`src/rtl/shift_seq_ctrl_if.sv`:
```
// shift_seq_ctrl_if: job request and result signals of the shift sequencer
interface shift_seq_ctrl_if #(
    parameter int WIDTH = 4,
    parameter int CNT_W = 3
);
    logic             start;
    logic [WIDTH-1:0] load_data;
    logic             shift_dir;
    logic [CNT_W-1:0] shift_count;
    logic             rotate;
    logic             abort;
    logic             ready;
    logic [WIDTH-1:0] data_out;
    logic             serial_out;
    logic             done;
    logic             aborted;
    modport master (
        output start, load_data, shift_dir, shift_count, rotate, abort,
        input  ready, data_out, serial_out, done, aborted
    );
    modport slave (
        input  start, load_data, shift_dir, shift_count, rotate, abort,
        output ready, data_out, serial_out, done, aborted
    );
endinterface

```
`src/rtl/shift_seq_ctrl.sv`:
```
// shift_seq_ctrl: load-and-shift job sequencer with rotate/zero-fill, abort and done pulse
module shift_seq_ctrl #(
    parameter int WIDTH = 4,
    parameter int CNT_W = 3
) (
    input logic           clk,
    input logic           reset,
    shift_seq_ctrl_if.slave bus
);
    typedef enum logic [1:0] {IDLE, SHIFT, DONE} state_t;
    state_t           state_q, state_d;
    logic [WIDTH-1:0] data_q, data_d, shifted;
    logic [CNT_W-1:0] cnt_q, cnt_d;
    logic             ser_q, ser_d, dir_q, dir_d, rot_q, rot_d, abt_q, abt_d;
    logic             ejected, fill;
    always_comb begin
        ejected = dir_q ? data_q[0] : data_q[WIDTH-1];
        fill    = rot_q & ejected;
        shifted = dir_q ? {fill, data_q[WIDTH-1:1]} : {data_q[WIDTH-2:0], fill};
        state_d = state_q;
        data_d  = data_q;
        cnt_d   = cnt_q;
        ser_d   = ser_q;
        dir_d   = dir_q;
        rot_d   = rot_q;
        abt_d   = abt_q;
        case (state_q)
            IDLE: if (bus.start) begin
                data_d  = bus.load_data;
                dir_d   = bus.shift_dir;
                rot_d   = bus.rotate;
                cnt_d   = bus.shift_count;
                ser_d   = 1'b0;
                abt_d   = 1'b0;
                state_d = (bus.shift_count != '0) ? SHIFT : DONE;
            end
            SHIFT: if (bus.abort) begin
                abt_d   = 1'b1;
                state_d = DONE;
            end else begin
                data_d  = shifted;
                ser_d   = ejected;
                cnt_d   = cnt_q - CNT_W'(1);
                state_d = (cnt_q == CNT_W'(1)) ? DONE : SHIFT;
            end
            default: state_d = IDLE;
        endcase
    end
    always_ff @(posedge clk or negedge reset) begin
        if (!reset) begin
            state_q <= IDLE;
            data_q  <= '0;
            cnt_q   <= '0;
            ser_q   <= 1'b0;
            dir_q   <= 1'b0;
            rot_q   <= 1'b0;
            abt_q   <= 1'b0;
        end else begin
            state_q <= state_d;
            data_q  <= data_d;
            cnt_q   <= cnt_d;
            ser_q   <= ser_d;
            dir_q   <= dir_d;
            rot_q   <= rot_d;
            abt_q   <= abt_d;
        end
    end
    assign bus.ready      = (state_q == IDLE);
    assign bus.done       = (state_q == DONE);
    assign bus.data_out   = data_q;
    assign bus.serial_out = ser_q;
    assign bus.aborted    = abt_q;
endmodule

```
`src/flat_wrapper.sv`:
```
// flat-port wrapper written by rule: the top's interface ports become plain ports
module shift_seq_ctrl_flat 
#(
    parameter int WIDTH = 4,
    parameter int CNT_W = 3
)
  (clk, reset, bus_start, bus_load_data, bus_shift_dir, bus_shift_count, bus_rotate, bus_abort, bus_ready, bus_data_out, bus_serial_out, bus_done, bus_aborted);
  shift_seq_ctrl_if #(.WIDTH(WIDTH), .CNT_W(CNT_W)) bus_i ();
  input logic clk;
  input logic reset;
  input wire logic [$bits(bus_i.start)-1:0] bus_start;
  input wire logic [$bits(bus_i.load_data)-1:0] bus_load_data;
  input wire logic [$bits(bus_i.shift_dir)-1:0] bus_shift_dir;
  input wire logic [$bits(bus_i.shift_count)-1:0] bus_shift_count;
  input wire logic [$bits(bus_i.rotate)-1:0] bus_rotate;
  input wire logic [$bits(bus_i.abort)-1:0] bus_abort;
  output wire logic [$bits(bus_i.ready)-1:0] bus_ready;
  output wire logic [$bits(bus_i.data_out)-1:0] bus_data_out;
  output wire logic [$bits(bus_i.serial_out)-1:0] bus_serial_out;
  output wire logic [$bits(bus_i.done)-1:0] bus_done;
  output wire logic [$bits(bus_i.aborted)-1:0] bus_aborted;
  assign bus_i.start = bus_start;
  assign bus_i.load_data = bus_load_data;
  assign bus_i.shift_dir = bus_shift_dir;
  assign bus_i.shift_count = bus_shift_count;
  assign bus_i.rotate = bus_rotate;
  assign bus_i.abort = bus_abort;
  assign bus_ready = bus_i.ready;
  assign bus_data_out = bus_i.data_out;
  assign bus_serial_out = bus_i.serial_out;
  assign bus_done = bus_i.done;
  assign bus_aborted = bus_i.aborted;
  shift_seq_ctrl #(.WIDTH(WIDTH), .CNT_W(CNT_W)) u_core (.clk(clk), .reset(reset), .bus(bus_i));
endmodule
```
`config.mk`:
```
export PLATFORM = sky130hd
export DESIGN_NAME = shift_seq_ctrl_flat
export DESIGN_NICKNAME = d
export VERILOG_FILES = /design/src/rtl/shift_seq_ctrl_if.sv /design/src/rtl/shift_seq_ctrl.sv /design/src/flat_wrapper.sv
export SDC_FILE = /design/constraint.sdc
export NUM_CORES = 1
export LEC_CHECK = 0
export BUFFER_PORTS_ARGS = -buffer_cell sky130_fd_sc_hd__buf_2
export CAP_MARGIN = 0
export CELL_PAD_IN_SITES_DETAIL_PLACEMENT = 0
export CELL_PAD_IN_SITES_GLOBAL_PLACEMENT = 1
export CORE_MARGIN = 3
export CORE_UTILIZATION = 34
export CTS_BUF_LIST = sky130_fd_sc_hd__clkbuf_8 sky130_fd_sc_hd__clkbuf_16
export DETAILED_ROUTE_END_ITERATION = 10
export GPL_ROUTABILITY_DRIVEN = 0
export GPL_TIMING_DRIVEN = 0
export HOLD_SLACK_MARGIN = 0.15
export PLACE_DENSITY = 0.81
export REMOVE_ABC_BUFFERS = 1
export SYNTH_ARGS = -nofsm -noshare
export SYNTH_HDL_FRONTEND = slang
export SYNTH_SLANG_ARGS = --single-unit
```
`constraint.sdc`:
```
create_clock -name clk -period 1.3 [get_ports clk]
set_input_delay 0.195 -clock clk [delete_from_list [all_inputs] [get_ports clk]]
set_output_delay 0.195 -clock clk [all_outputs]
set_load 0.005 [all_outputs]
```
After elaboration in Yosys (flattened, before gate mapping) --
Cells that the tools add are included.
Cells by class: mux-type cells 18, $add $sub $neg 1, bitwise operators 1, equality and inequality tests 6, reduce and logical (&&, ||, !) cells 6
Operators with widths (number):
- two-way mux 4 bit | 3
- two-way mux 2 bit | 4
- case mux 4 bit (2 select lines) | 1
- two-way mux 3 bit | 2
- inequality test 2 bit (second input constant) | 3
- case mux 3 bit (2 select lines) | 1
- AND reduction 3 bit | 2
- two-way mux 1 bit | 4
- case mux 1 bit (2 select lines) | 2
- case mux 2 bit (2 select lines) | 1
- == test 3 x 1 -> 1 bit (second input constant) | 1
- nonzero test 3 bit | 1
- subtractor 3 x 1 -> 3 bit (second input constant) | 1
- == test 2 x 1 -> 1 bit (second input constant) | 1
- == test 2 bit (second input constant) | 1
- logical NOT 2 bit | 1
- AND reduction 2 bit | 1
- nonzero test 2 bit | 1
- AND 1 bit | 1
Storage, ports and cells: output and inout port bits 8, input port bits 13, register bits after elaboration 13, logic and storage cells 39

Logic depth before layout (Yosys ltp) --
depth after elaboration 5, depth in mapped cells 5, gate-level depth less buffers 5

Worst setup path before layout --
Ideal clock, no wire load.
path type register -> register, start point register u_core.state_q[0], end point register u_core.data_q[1], in the netlist u_core.bus.data_out[1], clock period less this slack 1252 ps, required time 1172 ps, stages on the path, launching flop included 4, slack 48 ps, path buffers 0, data arrival time 1125 ps, setup time 128 ps, path through dfrtp_1 -> nand2b_4 -> a21oi_4 -> mux2_1
On the way: cells in the longest elaborated chain, start to end 3, elaborated cells on any way between the ends 7, classes of those cells eq/ne (3); mux (1); reduce/logical (3)
RTL lines:
- start, declared | RTL line shift_seq_ctrl.sv:11 | state_t state_q, state_d;
- start signal, assigned | RTL line shift_seq_ctrl.sv:59 | state_q <= state_d;
- == test 2 x 1 -> 1 bit or logical NOT 2 bit (tied branches) | RTL line shift_seq_ctrl.sv:27 | case (state_q)
- inequality test 2 bit (no line) or nonzero test 2 bit (tied branches)
- AND reduction 3 bit (no line)
- end signal, assigned | RTL line shift_seq_ctrl.sv:60 | data_q <= data_d;
- end, declared | RTL line shift_seq_ctrl.sv:12 | logic [WIDTH-1:0] data_q, data_d, shifted;
Several ways; a longest one is shown, not always the timed one. A chain may end at the register's enable or synchronous reset.

Worst setup path in the final report --
start point register u_core.state_q[0], end point register u_core.data_q[2], in the netlist u_core.bus.data_out[2]
Same word-level chain as after synthesis.

==> flow_summary.toml <==
[global_route]
grt_pass1_wl_mm = 2.79
grt_pass1_vias = 603
grt_max_degree = 14
globalRouteOverflowTotal = 0
track_usage = 0.141
antenna_found_initial = 0

[sta]
worst_pin_slew_ps = 287
clock.fmax_ghz = 0.783
fin_crit_sh = 0.983
finalCriticalPeriod_ps = 1280
drv_slew = 0
rsz0062_at_grt = "true"
finClkSkew_ps = 3.14
hold_viol = 0
relSlewSlack = 0.808
whs_ps = 183
setup_violations = 0

[setup_path]
critical_path.max_fanout = 5
worstPathRequired_ps = 1420
critPathKind = "flip-flop to flip-flop"
worstPathArrival_ps = 1400
start_kind = "flip-flop"
endpoint_kind = "flip-flop"

[layout]
multi_input_area_um2 = 414
regArea_um2 = 328
final_cell_area_mm2 = 0.00102
nNetsFinal = 123
drive_gt1_frac = 0.364
fillers = 203
diodes = 0
area_growth_pct = 32.2

[logic_synthesis]
synthMuxAreaShare = 0.125
synthXorXnorAreaFrac = 0
yosysMostFrequentCell = "dfrtp_1"
synth_seq_cells = 13
yosysUniqueCellTypes = 29
synth_top_area_share = 0.421
ys_warn_count = 0
yosys.area_share.simple = 0.178
synth_edf_count = 0
syn_avg_cell_area_um2 = 10.0
yosys-top-cells-count = "dfrtp_1, a21oi_1, nor2_1"
synth.area.top_cells = "dfrtp_1, a21oi_1, mux2i_1"
ys_seq_area_frac = 0.421
synthArstFlopShare = 1.00
synthCells = 77
synth-main-ff-cell = "dfrtp_1"
synth_area_um2 = 773
synthAdderAreaFrac = 0.0324
synth_compound_area_frac = 0.201
synth_top_family_by_area = "compound AO/OA/AOI/OAI gates"
yosysTopAreaCell = "dfrtp_1"

[drt]
drt-wirelength-per-cell_um = 12.7
drt-vias-per-instance = 5.08
dr_total_vias = 681
drcViolationCount = 0
drtIter0Drc = 24
drtPass1Iterations = 4
postRouteAntennaNets = 0
drt-total-wl_mm = 1.70

[cts]
cts_tree = "yes"
clockBufferDepth = 2
clk_latency_ps = 240
htreeDepth = 1
clkTransAtPathRegs_ps = 60
cts_made_buffers = 3
clock-sinks = 13
cts.root.buffer_cell = "clkbuf_8"

[min_path]
hold_path.class = "primary input to flip-flop"

[place]
dp_hpwl_mm = 1.21
placed_cell_area_um2 = 892
numPortBuffers = 20

[power]
total_power_mw = 2.47
p_leak_nw = 0.476
power_density_mw_per_mm2 = 2420
ir_worst_vdd_mv = 1.14

[flow_run]
max_cap_viol_count = 0

[die]
die_y_um = 53.7
rows = 16
die_w_um = 53.7
fp.dieArea_mm2 = 0.00288
ioPinCount = 21
coreArea_mm2 = 0.00206
start_util = 0.375

[status]
outcome = "completed"
==> metal layers <==
metal | wire length, um | GRT usage | share of wire
met5 | 0 | 0 | 0
met4 | 53 | 0.102 | 0.031
met3 | 46 | 0.0249 | 0.027
met2 | 852 | 0.202 | 0.50
met1 | 749 | 0.190 | 0.44
==> area by class of cell <==
| class | instances | area share |
|---|---|---|
| multi-input combinational | 56 | 0.405 |
| sequential | 13 | 0.321 |
| timing repair buffer | 29 | 0.179 |
| clock buffer | 3 | 0.0404 |
| tap | 27 | 0.0330 |
| inverter | 5 | 0.0184 |
| clock inverter | 1 | 0.00367 |
==> report_power, final <==
| part | total (mW) | switching [mW] | internal, mW |
|---|---|---|---|
| Clock | 0.354 | 0.146 | 0.209 |
| Sequential | 0.850 | 0.231 | 0.619 |
| Combinational | 1.27 | 0.547 | 0.718 |
| Total | 2.47 | 0.924 | 1.55 |
==> registers in the layout (all words and copies together) (netlist names) <==
| name | count |
|---|---|
| u_core.dir_q | 1 |
| u_core.bus.aborted | 1 |
| u_core.rot_q | 1 |
| u_core.cnt_q | 3 |
| u_core.bus.serial_out | 1 |
| u_core.state_q | 2 |
| u_core.bus.data_out | 4 |
==> stage by stage <==
step           setup slack (ps)  cells  TNS [ps]  utilization
6_report                   22.6    134         0        0.496
5_1_grt                   -42.5    134      -170        0.496
2_1_floorplan             -64.8     74      -207            -
4_1_cts                   0.732    131         0        0.479
3_3_place_gp               -253    121     -1290        0.433
3_5_place_dp               -263    121     -1320        0.433
==> worst max-delay path, stage by stage, from the launching register on <==
cell	delay [ps]
dfrtp_2	430
nand2b_4	180
a21oi_4	210
mux2_1	340
==> placed cells by master (no fill, tap or decap), types with 3 or more instances in the layout <==
cell type	instances
inv_1	5
a21oi_1	8
clkbuf_8	3
buf_2	20
mux2i_1	4
nor2_1	8
o32a_1	3
mux2_1	3
nand3_1	3
dfrtp_1	11
nand2b_1	3
buf_4	7
==> worst paths after layout <==
kind	from	to	slack (ps)	cells past startpoint
worst max-delay path	u_core.state_q[0]	u_core.bus.data_out[2]	20	3
worst min-delay path	bus_rotate	u_core.rot_q	180	2
worst max register to register	u_core.state_q[0]	u_core.bus.data_out[2]	20	3
worst min register to register	u_core.bus.serial_out	u_core.bus.serial_out	480	1
max in group asynchronous	reset	u_core.state_q[1]	690	2
min in group asynchronous	reset	u_core.cnt_q[0]	360	2
==> logic make-up (layout without fill, tap and decap cells) <==
logic type / Yosys count / after routing
buffers and inverters: 8 / 38
muxes: 9 / 9
adders and majority gates: 2 / 2
DFF: 13 / 13
and+or+nand+nor: 24 / 24
AOI/OAI and AO/OA: 21 / 21
==> timing repair <==
item | 4_1_cts | 5_1_grt
resized for setup | 2 | 0
hold buffers | 1 | 0
endpoints found under the setup margin | 10 | 6
setup buffers | 5 | 3
endpoints found under the hold margin | 13 | 0
pin swaps | 1 | 1
Note: power is estimated with default switching activity, not from simulation.
